<file path="config.mk">
export PLATFORM = sky130hd
export DESIGN_NAME = load_store_unit_flat
export DESIGN_NICKNAME = d
export VERILOG_FILES = /design/src/rtl/lsu_pkg.sv /design/src/rtl/load_store_unit_if.sv /design/src/rtl/lsu_align.sv /design/src/rtl/load_store_unit.sv /design/src/flat_wrapper.sv
export SDC_FILE = /design/constraint.sdc
export NUM_CORES = 1
export LEC_CHECK = 0
export BUFFER_PORTS_ARGS = -buffer_cell sky130_fd_sc_hd__buf_4
export CORE_ASPECT_RATIO = 0.6
export CORE_UTILIZATION = 53
export CTS_CLUSTER_DIAMETER = 120
export CTS_CLUSTER_SIZE = 8
export DETAILED_ROUTE_END_ITERATION = 12
export MAX_ROUTING_LAYER = met4
export PLACE_DENSITY = 0.95
export SKIP_LAST_GASP = 1
export SYNTH_ARGS = -nofsm -noshare
export SYNTH_HDL_FRONTEND = slang
export SYNTH_SLANG_ARGS = --single-unit
export TNS_END_PERCENT = 50
</file>
<file path="constraint.sdc">
create_clock -name clk_in -period 4.85 [get_ports clk_in]
set_input_delay 0.2425 -clock clk_in [delete_from_list [all_inputs] [get_ports clk_in]]
set_output_delay 0.2425 -clock clk_in [all_outputs]
set_load 0.02 [all_outputs]
</file>
<file path="src/rtl/lsu_pkg.sv">
// Shared types for the load/store unit: FSM states and access-size encodings.
package lsu_pkg;

    typedef enum logic [1:0] {
        IDLE,
        REQ,
        RESP
    } lsu_state_e;

    typedef enum logic [1:0] {
        LS_BYTE = 2'b00,
        LS_HALF = 2'b01,
        LS_WORD = 2'b10
    } ls_size_e;

    // Encoding 2'b11 behaves as a word access.
    function automatic ls_size_e norm_size(input logic [1:0] sz);
        case (sz)
            2'b00:   return LS_BYTE;
            2'b01:   return LS_HALF;
            default: return LS_WORD;
        endcase
    endfunction

endpackage

</file>
<file path="src/rtl/load_store_unit_if.sv">
// Single-outstanding request/acknowledge data-memory bus between the LSU and memory.
interface load_store_unit_if;

    logic        dmem_req_o;
    logic        dmem_we_o;
    logic [31:0] dmem_addr_o;
    logic [31:0] dmem_wr_data_o;
    logic [3:0]  dmem_wr_mask_o;
    logic        dmem_ack_in;
    logic [31:0] dmem_rd_data_in;

    modport master (
        output dmem_req_o, dmem_we_o, dmem_addr_o, dmem_wr_data_o, dmem_wr_mask_o,
        input  dmem_ack_in, dmem_rd_data_in
    );

    modport slave (
        input  dmem_req_o, dmem_we_o, dmem_addr_o, dmem_wr_data_o, dmem_wr_mask_o,
        output dmem_ack_in, dmem_rd_data_in
    );

endinterface

</file>
<file path="src/rtl/lsu_align.sv">
// Combinational byte-lane handling: store replicate/mask and load lane select/extend.
module lsu_align
    import lsu_pkg::*;
(
    input  ls_size_e    st_size,
    input  logic [1:0]  st_off,
    input  logic [31:0] st_data,
    output logic [31:0] st_wr_data,
    output logic [3:0]  st_mask,
    input  ls_size_e    ld_size,
    input  logic [1:0]  ld_off,
    input  logic        ld_unsigned,
    input  logic [31:0] ld_word,
    output logic [31:0] ld_result
);

    logic [7:0]  ld_byte;
    logic [15:0] ld_half;

    always_comb begin
        st_wr_data = st_data;
        st_mask    = 4'b1111;
        case (st_size)
            LS_BYTE: begin
                st_wr_data = {4{st_data[7:0]}};
                st_mask    = 4'b0001 << st_off;
            end
            LS_HALF: begin
                st_wr_data = {2{st_data[15:0]}};
                st_mask    = 4'b0011 << {st_off[1], 1'b0};
            end
            default: ;
        endcase
    end

    always_comb begin
        case (ld_off)
            2'd0:    ld_byte = ld_word[7:0];
            2'd1:    ld_byte = ld_word[15:8];
            2'd2:    ld_byte = ld_word[23:16];
            default: ld_byte = ld_word[31:24];
        endcase
        ld_half = ld_off[1] ? ld_word[31:16] : ld_word[15:0];

        ld_result = ld_word;
        case (ld_size)
            LS_BYTE: ld_result = {{24{~ld_unsigned & ld_byte[7]}}, ld_byte};
            LS_HALF: ld_result = {{16{~ld_unsigned & ld_half[15]}}, ld_half};
            default: ;
        endcase
    end

endmodule

</file>
<file path="src/rtl/load_store_unit.sv">
// Load/store unit: one access at a time over the dmem bus, with timeout and extended load return.
// Optional MISALIGNED_TRAP_EN: misaligned half/word accesses complete without a bus access.
module load_store_unit
    import lsu_pkg::*;
#(
    parameter int unsigned TIMEOUT_CYCLES = 255,
    parameter int unsigned COUNT_W        = 16
) (
    input  logic               clk_in,
    input  logic               rst_in,
    input  logic               req_valid_in,
    input  logic               mem_wr_req_in,
    input  logic [1:0]         load_size_in,
    input  logic               load_unsigned_in,
    input  logic [31:0]        addr_in,
    input  logic [31:0]        store_data_in,
    input  logic [4:0]         rd_addr_in,
    output logic               busy_o,
    load_store_unit_if.master  dmem,
    output logic [31:0]        lsu_rd_data_o,
    output logic [4:0]         lsu_rd_addr_o,
    output logic               lsu_wr_en_o,
    output logic               lsu_done_o,
    output logic               lsu_timeout_o,
    output logic               misaligned_o
);

    lsu_state_e   state;
    logic [COUNT_W-1:0] count;
    logic [1:0]   lat_off;
    ls_size_e     lat_size;
    logic         lat_unsigned;
    logic [4:0]   lat_rd;
    logic         lat_we;

    ls_size_e     size_n;
    logic [31:0]  st_wr_data;
    logic [3:0]   st_mask;
    logic [31:0]  ld_result;
    logic         misaligned_req;

    assign size_n = norm_size(load_size_in);

`ifdef MISALIGNED_TRAP_EN
    assign misaligned_req = ((size_n == LS_HALF) && addr_in[0]) ||
                            ((size_n == LS_WORD) && (addr_in[1:0] != 2'b00));
`else
    assign misaligned_req = 1'b0;
`endif

    lsu_align u_align (
        .st_size     (size_n),
        .st_off      (addr_in[1:0]),
        .st_data     (store_data_in),
        .st_wr_data  (st_wr_data),
        .st_mask     (st_mask),
        .ld_size     (lat_size),
        .ld_off      (lat_off),
        .ld_unsigned (lat_unsigned),
        .ld_word     (dmem.dmem_rd_data_in),
        .ld_result   (ld_result)
    );

    always_ff @(posedge clk_in) begin
        if (rst_in) begin
            state               <= IDLE;
            count               <= '0;
            lat_off             <= '0;
            lat_size            <= LS_BYTE;
            lat_unsigned        <= 1'b0;
            lat_rd              <= '0;
            lat_we              <= 1'b0;
            busy_o              <= 1'b0;
            dmem.dmem_req_o     <= 1'b0;
            dmem.dmem_we_o      <= 1'b0;
            dmem.dmem_addr_o    <= '0;
            dmem.dmem_wr_data_o <= '0;
            dmem.dmem_wr_mask_o <= '0;
            lsu_rd_data_o       <= '0;
            lsu_rd_addr_o       <= '0;
            lsu_wr_en_o         <= 1'b0;
            lsu_done_o          <= 1'b0;
            lsu_timeout_o       <= 1'b0;
            misaligned_o        <= 1'b0;
        end else begin
            lsu_wr_en_o   <= 1'b0;
            lsu_done_o    <= 1'b0;
            lsu_timeout_o <= 1'b0;
            misaligned_o  <= 1'b0;
            case (state)
                IDLE: begin
                    if (req_valid_in) begin
                        lat_off             <= addr_in[1:0];
                        lat_size            <= size_n;
                        lat_unsigned        <= load_unsigned_in;
                        lat_rd              <= rd_addr_in;
                        lat_we              <= mem_wr_req_in;
                        dmem.dmem_we_o      <= mem_wr_req_in;
                        dmem.dmem_addr_o    <= {addr_in[31:2], 2'b00};
                        dmem.dmem_wr_data_o <= st_wr_data;
                        dmem.dmem_wr_mask_o <= mem_wr_req_in ? st_mask : 4'b0000;
                        count               <= '0;
                        busy_o              <= 1'b1;
                        // A trapped access goes straight to the completion cycle.
                        if (misaligned_req) begin
                            state        <= RESP;
                            lsu_done_o   <= 1'b1;
                            misaligned_o <= 1'b1;
                        end else begin
                            state           <= REQ;
                            dmem.dmem_req_o <= 1'b1;
                        end
                    end
                end
                REQ: begin
                    if (dmem.dmem_ack_in) begin
                        state           <= RESP;
                        dmem.dmem_req_o <= 1'b0;
                        lsu_done_o      <= 1'b1;
                        lsu_wr_en_o     <= ~lat_we & (lat_rd != 5'd0);
                        if (!lat_we) begin
                            lsu_rd_data_o <= ld_result;
                            lsu_rd_addr_o <= lat_rd;
                        end
                    end else if (count == COUNT_W'(TIMEOUT_CYCLES)) begin
                        state           <= RESP;
                        dmem.dmem_req_o <= 1'b0;
                        lsu_done_o      <= 1'b1;
                        lsu_timeout_o   <= 1'b1;
                    end else begin
                        count <= count + COUNT_W'(1);
                    end
                end
                RESP: begin
                    state  <= IDLE;
                    busy_o <= 1'b0;
                end
                default: state <= IDLE;
            endcase
        end
    end

endmodule

</file>
<file path="src/flat_wrapper.sv">
// flat-port wrapper written by rule: the top's interface ports become plain ports
module load_store_unit_flat import lsu_pkg::*;
#(
    parameter int unsigned TIMEOUT_CYCLES = 255,
    parameter int unsigned COUNT_W        = 16
)
  (clk_in, rst_in, req_valid_in, mem_wr_req_in, load_size_in, load_unsigned_in, addr_in, store_data_in, rd_addr_in, busy_o, lsu_rd_data_o, lsu_rd_addr_o, lsu_wr_en_o, lsu_done_o, lsu_timeout_o, misaligned_o, dmem_dmem_req_o, dmem_dmem_we_o, dmem_dmem_addr_o, dmem_dmem_wr_data_o, dmem_dmem_wr_mask_o, dmem_dmem_ack_in, dmem_dmem_rd_data_in);
  load_store_unit_if dmem_i ();
  input  logic clk_in;
  input  logic rst_in;
  input  logic req_valid_in;
  input  logic mem_wr_req_in;
  input  logic [1:0] load_size_in;
  input  logic load_unsigned_in;
  input  logic [31:0] addr_in;
  input  logic [31:0] store_data_in;
  input  logic [4:0] rd_addr_in;
  output logic busy_o;
  output logic [31:0] lsu_rd_data_o;
  output logic [4:0] lsu_rd_addr_o;
  output logic lsu_wr_en_o;
  output logic lsu_done_o;
  output logic lsu_timeout_o;
  output logic misaligned_o;
  output wire logic [$bits(dmem_i.dmem_req_o)-1:0] dmem_dmem_req_o;
  output wire logic [$bits(dmem_i.dmem_we_o)-1:0] dmem_dmem_we_o;
  output wire logic [$bits(dmem_i.dmem_addr_o)-1:0] dmem_dmem_addr_o;
  output wire logic [$bits(dmem_i.dmem_wr_data_o)-1:0] dmem_dmem_wr_data_o;
  output wire logic [$bits(dmem_i.dmem_wr_mask_o)-1:0] dmem_dmem_wr_mask_o;
  input wire logic [$bits(dmem_i.dmem_ack_in)-1:0] dmem_dmem_ack_in;
  input wire logic [$bits(dmem_i.dmem_rd_data_in)-1:0] dmem_dmem_rd_data_in;
  assign dmem_dmem_req_o = dmem_i.dmem_req_o;
  assign dmem_dmem_we_o = dmem_i.dmem_we_o;
  assign dmem_dmem_addr_o = dmem_i.dmem_addr_o;
  assign dmem_dmem_wr_data_o = dmem_i.dmem_wr_data_o;
  assign dmem_dmem_wr_mask_o = dmem_i.dmem_wr_mask_o;
  assign dmem_i.dmem_ack_in = dmem_dmem_ack_in;
  assign dmem_i.dmem_rd_data_in = dmem_dmem_rd_data_in;
  load_store_unit #(.TIMEOUT_CYCLES(TIMEOUT_CYCLES), .COUNT_W(COUNT_W)) u_core (.clk_in(clk_in), .rst_in(rst_in), .req_valid_in(req_valid_in), .mem_wr_req_in(mem_wr_req_in), .load_size_in(load_size_in), .load_unsigned_in(load_unsigned_in), .addr_in(addr_in), .store_data_in(store_data_in), .rd_addr_in(rd_addr_in), .busy_o(busy_o), .dmem(dmem_i), .lsu_rd_data_o(lsu_rd_data_o), .lsu_rd_addr_o(lsu_rd_addr_o), .lsu_wr_en_o(lsu_wr_en_o), .lsu_done_o(lsu_done_o), .lsu_timeout_o(lsu_timeout_o), .misaligned_o(misaligned_o));
endmodule
</file>
# Word level (Yosys, flattened, before mapping)
# Index checks and enable logic that the tools add are counted.
dict set report totals {
  reg_bits 137
  input_bits 109
  wordCells 78
}
dict set report classes {
  n_addsub 1
  eq_ne 12
  shift 2
  muxes 22
  bitwise_logic 7
  n_reduce_logical 17
}
# op count
set ops {}
lappend ops {{32-bit one-hot mux with 2 select lines} 2}
lappend ops {{16-bit two-way mux} 4}
lappend ops {{16-bit one-hot mux with 2 select lines} 1}
lappend ops {{8-bit one-hot mux with 3 select lines} 1}
lappend ops {{16-bit by 1-bit adder with 16-bit output, second input constant} 1}
lappend ops {{16-bit by 8-bit == test with 1-bit output, second input constant} 1}
lappend ops {{2-bit by 1-bit == test with 1-bit output, second input constant} 5}
lappend ops {{2-bit zero test} 5}
lappend ops {{2-bit one-hot mux with 2 select lines} 2}
lappend ops {{4-bit one-hot mux with 2 select lines} 1}
lappend ops {{2-bit two-way mux} 3}
lappend ops {{2-bit inequality test, second input constant} 3}
lappend ops {{2-bit AND reduction} 3}
lappend ops {{3-bit AND reduction} 2}
lappend ops {{3-bit OR reduction} 2}
lappend ops {{1-bit two-way mux} 5}
lappend ops {{5-bit nonzero test} 1}
lappend ops {{2-bit == test, second input constant} 2}
lappend ops {{4-bit two-way mux} 1}
lappend ops {{1-bit NOT} 4}
lappend ops {{1-bit one-hot mux with 2 select lines} 2}
lappend ops {{4-bit AND reduction} 1}
lappend ops {{2-bit nonzero test} 2}
lappend ops {{1-bit by 2-bit << shifter with 4-bit output, first input constant} 1}
lappend ops {{4 further kinds} 6}

# Depth between registers and ports, before layout
dict set report logic_depth {
  word_depth 5
  depth_mapped 6
}

# Modules after synthesis
# Synthesis repeated with hierarchy kept, for this count alone.
dict set report hier_totals {
  cells_unflattened 817
  hier_area_um2 6308.6
}
# mod n_inst cells_each area_each_um2 seq_area_each_um2
set by_module_without_submodules {}
lappend by_module_without_submodules {load_store_unit 1 635 5024.8 2742.6}
lappend by_module_without_submodules {lsu_align 1 182 1283.7 0.0}

# Least setup slack after synthesis
# OpenSTA, ideal clock, no wires.
dict set report synth_path {
  path_type {register to register}
  startpoint {reg u_core.count[12]}
  endpoint {reg u_core.state[0]}
  t_arrival_ns 1.636
  required_time_ns 4.722
  slack_ns 3.086
  stages_incl_launch_ff 5
  period_less_slack_ns 1.764
  path_cell_list {dfxtp_1 or4_4 or4_1 a21oi_1 nor2_1}
}
dict set report synth_between {
  elab_chain_cells 3
}
# element line_no
set synth_rtl {}
lappend synth_rtl {{start: declaration} load_store_unit.sv:29} ;# logic [COUNT_W-1:0] count;
lappend synth_rtl {{start signal: assignment} load_store_unit.sv:131} ;# count <= count + COUNT_W'(1);
lappend synth_rtl {{16-bit by 8-bit == test with 1-bit output} load_store_unit.sv:125} ;# end else if (count == COUNT_W'(TIMEOUT_CYCLES)) begin
lappend synth_rtl {{3-bit by 2-bit inequality test with 1-bit output (no line)} n/a}
lappend synth_rtl {{2-bit AND reduction (no line)} n/a}
lappend synth_rtl {{end signal: assignment} load_store_unit.sv:126} ;# state <= RESP;
lappend synth_rtl {{end signal: assignment} load_store_unit.sv:135} ;# state <= IDLE;
lappend synth_rtl {{end signal: assignment} load_store_unit.sv:138} ;# default: state <= IDLE;
lappend synth_rtl {{end: declaration} load_store_unit.sv:28} ;# lsu_state_e state;
# No other way between the ends.
# A chain may end at the register's enable or synchronous reset.

# Worst setup path in the final report
dict set report layout_path {
  startpoint {reg u_core.state[1]}
  endpoint {reg u_core.count[7]}
}
dict set report layout_between {
  elab_chain_cells 3
}
# element line_no
set layout_rtl {}
lappend layout_rtl {{start signal: assignment} load_store_unit.sv:66} ;# state <= IDLE;
lappend layout_rtl {{start signal: assignment} load_store_unit.sv:106} ;# state <= RESP;
lappend layout_rtl {{start signal: assignment} load_store_unit.sv:110} ;# state <= REQ;
lappend layout_rtl {{2-bit by 1-bit == test with 1-bit output / 2-bit zero test (equally long branches)} load_store_unit.sv:90} ;# case (state)
lappend layout_rtl {{2-bit inequality test (no line) / 2-bit nonzero test (equally long branches)} n/a}
lappend layout_rtl {{4-bit AND reduction (no line)} n/a}
# Several ways; a longest one is shown, not always the timed one.

==> results.cfg <==
[outcome]
outcome = complete, no violations

[cts]
clock_tree.htree_level_count = 4
clock_tree_from_tritoncts = done
cts.reportedPaths.clkPinSlew_ns = 0.06
post-cts-setup-buffers = 0
clock_path_buffers = 2
cts_root_buffer = clkbuf_16
clock_sinks = 137
clk-insertion-delay-late_ns = 0.41
tritoncts_buffers = 17
postCtsResizedCells = 0
quantity_of_hold_fixing_buffers_added_after_cts = 0

[detailed_routing]
detail-route-antenna-nets = 0
drt_drc_violations_left = 0
detail_route.first_pass.iterations = 5
routed_via_density = 5.72
drtIter0Drc = 578
routedWlPerCell_um = 16.7
drt-total-wl_um = 17800
num_vias = 6094

[layout]
final_nets = 1023
areaGrowthSynthToFinish_pct = 37.3
post_route_cells_drive_above_1_share_pct = 28.4
final.fill_count = 740
post-route-util_pct = 75.3
antenna_cells = 0
stdcell_count = 1065

[timing]
finalWorstPathRequiredPeriod_ns = 2.41
timing.final.max_slew_violations = 0
layout_worst_path_cycle_share_pct = 49.7
fin_worst_skew_ns = 0.00994
timing.final.ws_setup_ns = 2.44
grt_setup_unrepaired = no
worst-slew-pin-transition_ns = 0.984
final-hold-violation-count = 0
setup_violations = 0
setup_total_negative_slack_ns = 0
max_slew_margin_pct = 34.3
fmax_mhz = 415

[synth]
synth_top_cells_by_area = dfxtp_1 47%, nand2_1 11%, a21oi_1 10%
synth-edff-count = 0
synth-main-ff-cell = dfxtp_1
cell_with_the_most_instances_after_synthesis = nand2_1
synth.cell_area_um2 = 5830
async_reset_ff_share_pct = 0
gate_count_of_the_mapped_netlist = 728
synth-warning-count = 0
synth-seq-area-share_pct = 47.0
post-synth-top-area-cell = dfxtp_1
synthesis.area_per_instance_um2 = 8.01
netlist_top_cells_count = 169 x nand2_1, 137 x dfxtp_1, 121 x a21oi_1
yosys.area.top_type_share_pct = 47.0
ys_ff_latch = 137
synth.lib_cells_used.distinct = 50

[pwr]
vdd_ir_drop_max_v = 0.000263
power_density_nw_per_um2 = 363
leakagePower_nw = 3.39

[critical_path]
critical_path.startpoint_type = register
worstPathMaxFanout = 60
endpoint = u_core.count[7]
critical_path.endpoint_type = register
cp_data_required_time_ns = 5.18
crit-reg2reg-launch = u_core.state[1]
timing.critical_path.from = u_core.state[1]
worstSetupPathType = reg2reg
worst_ep_arrival_time_ns = 2.75
reg2reg_depth = 5
r2r-end = u_core.count[7]
regToRegSetupSlack_ns = 2.44

[floorplanning]
floorplan.die_area_um2 = 11400
core_footprint_um2 = 10600
row_count = 29
pin_count = 221
die_height_um = 83.3
die_width_um = 137
initial_util_pct = 54.9

[global_route]
grt_start_max_net_pins = 90
grt_remaining_overflow = 0
grt_pass1_vias = 5674
initial_antenna_violation_count = 0
first_pass_grt_wire_length_um = 28200
grtUsageTotal_pct = 32.2

[place]
place.detailed.instances = 1033
preCtsSetupSlack_ns = 2.23
gp_routability_congestion = 0.909
hpwl_um = 12200
numPortBuffers = 217

[worst_hold_path]
hold_path.class = in2reg

[flow_run]
max_cap_violations = 0
## stage by stage
step	hold WS (ns)	power (mW)	instance area, µm²
3_3_place_gp	0.440	1.71	7460
3_5_place_dp	0.447	1.72	7460
2_1_floorplan	0.378	1.50	5840
5_1_grt	0.0812	3.01	8010
6_report	0.0827	2.90	8010
4_1_cts	0.0726	2.91	8010
## worst min-delay path by stage
stage	startpoint	endpoint	slack, ns	cells past startpoint
after floorplan	rd_addr_in[1]	u_core.lat_rd[1]	0.38	2
after global placement	u_core.dmem.dmem_wr_mask_o[3]	u_core.dmem.dmem_wr_mask_o[3]	0.44	2
after detailed placement	u_core.dmem.dmem_wr_data_o[25]	u_core.dmem.dmem_wr_data_o[25]	0.45	2
after CTS	addr_in[11]	u_core.dmem.dmem_addr_o[11]	0.07	3
after global routing	addr_in[7]	u_core.dmem.dmem_addr_o[7]	0.08	3
final	addr_in[7]	u_core.dmem.dmem_addr_o[7]	0.08	3
## logic make-up (layout without fill, tap and decap cells)
family          count (synthesis)  count (layout)  share of synthesized area (%)
flops                         137             137                           47.0
fa+ha+maj                       1               1                          0.214
other cells                     1               3                         0.0643
buf+inv                        66             262                           4.63
compound gates                234             234                           22.8
simple gates                  261             261                           20.2
mux                            28              28                           5.06
## registers in the layout, summed over array words and instances (netlist names)
register / cells
u_core.dmem.dmem_wr_data_o: 32
u_core.lsu_rd_data_o: 32
u_core.dmem.dmem_addr_o: 30
u_core.count: 16
u_core.lat_rd: 5
u_core.lsu_rd_addr_o: 5
u_core.dmem.dmem_wr_mask_o: 4
u_core.lat_off: 2
u_core.lat_size: 2
u_core.state: 2
u_core.busy_o: 1
u_core.dmem.dmem_req_o: 1
u_core.lat_unsigned: 1
u_core.lat_we: 1
u_core.lsu_done_o: 1
u_core.lsu_timeout_o: 1
u_core.lsu_wr_en_o: 1
## worst max-delay path, stage by stage (launching register included)
cell     delay, ns
dfxtp_1       0.50
or3b_2        0.19
buf_4         0.51
nand2_1       0.44
or4_1         0.59
o21ai_1       0.09
## cell type report
class	instances	area, µm²	share of cell area (%)
clock buffers	21	450	5.63
clock inverters	11	100	1.25
inverters	9	33.8	0.422
multi-input cells	527	2850	35.6
flip-flops and latches	137	2740	34.2
well taps	139	174	2.17
repair buffers	221	1660	20.7
## cell usage in the layout (no fill, tap or decap), types with 3 or more instances in the layout
cell	Yosys	layout
and3_1	10	10
nor3_1	7	7
nand3_1	7	7
a22oi_1	7	7
or3_1	4	4
o31ai_1	10	10
buf_4	3	221
clkinv_2	0	3
dfxtp_1	137	137
nand4_1	4	4
a22o_1	7	7
o21ai_0	59	59
a311oi_1	8	8
clkbuf_1	47	3
conb_1	1	3
clkbuf_16	0	17
a211oi_1	9	9
o21ai_1	3	3
mux2i_1	25	25
inv_1	9	9
a21oi_1	121	121
clkinvlp_4	0	5
nor2_1	30	30
nand2_1	169	169
or4_1	13	13
## metal layers
layer  vias to the layer above  part of all wire (%)  GRT usage [%]
met5                         -                     0              -
met4                         0                   1.3           9.29
met3                        25                    11           10.0
met2                       337                    45           46.8
met1                      2812                    42           42.8
li1                       2920                     -              -
## power by group
part | total (mW) | leakage [nW] | switching (mW) | internal [mW]
Clock | 1.20 | 0.255 | 0.480 | 0.717
Combinational | 0.470 | 2.02 | 0.269 | 0.200
Sequential | 1.24 | 1.12 | 0.0462 | 1.19
Total | 2.90 | 3.39 | 0.795 | 2.11
(Power assumes the default switching activity.)
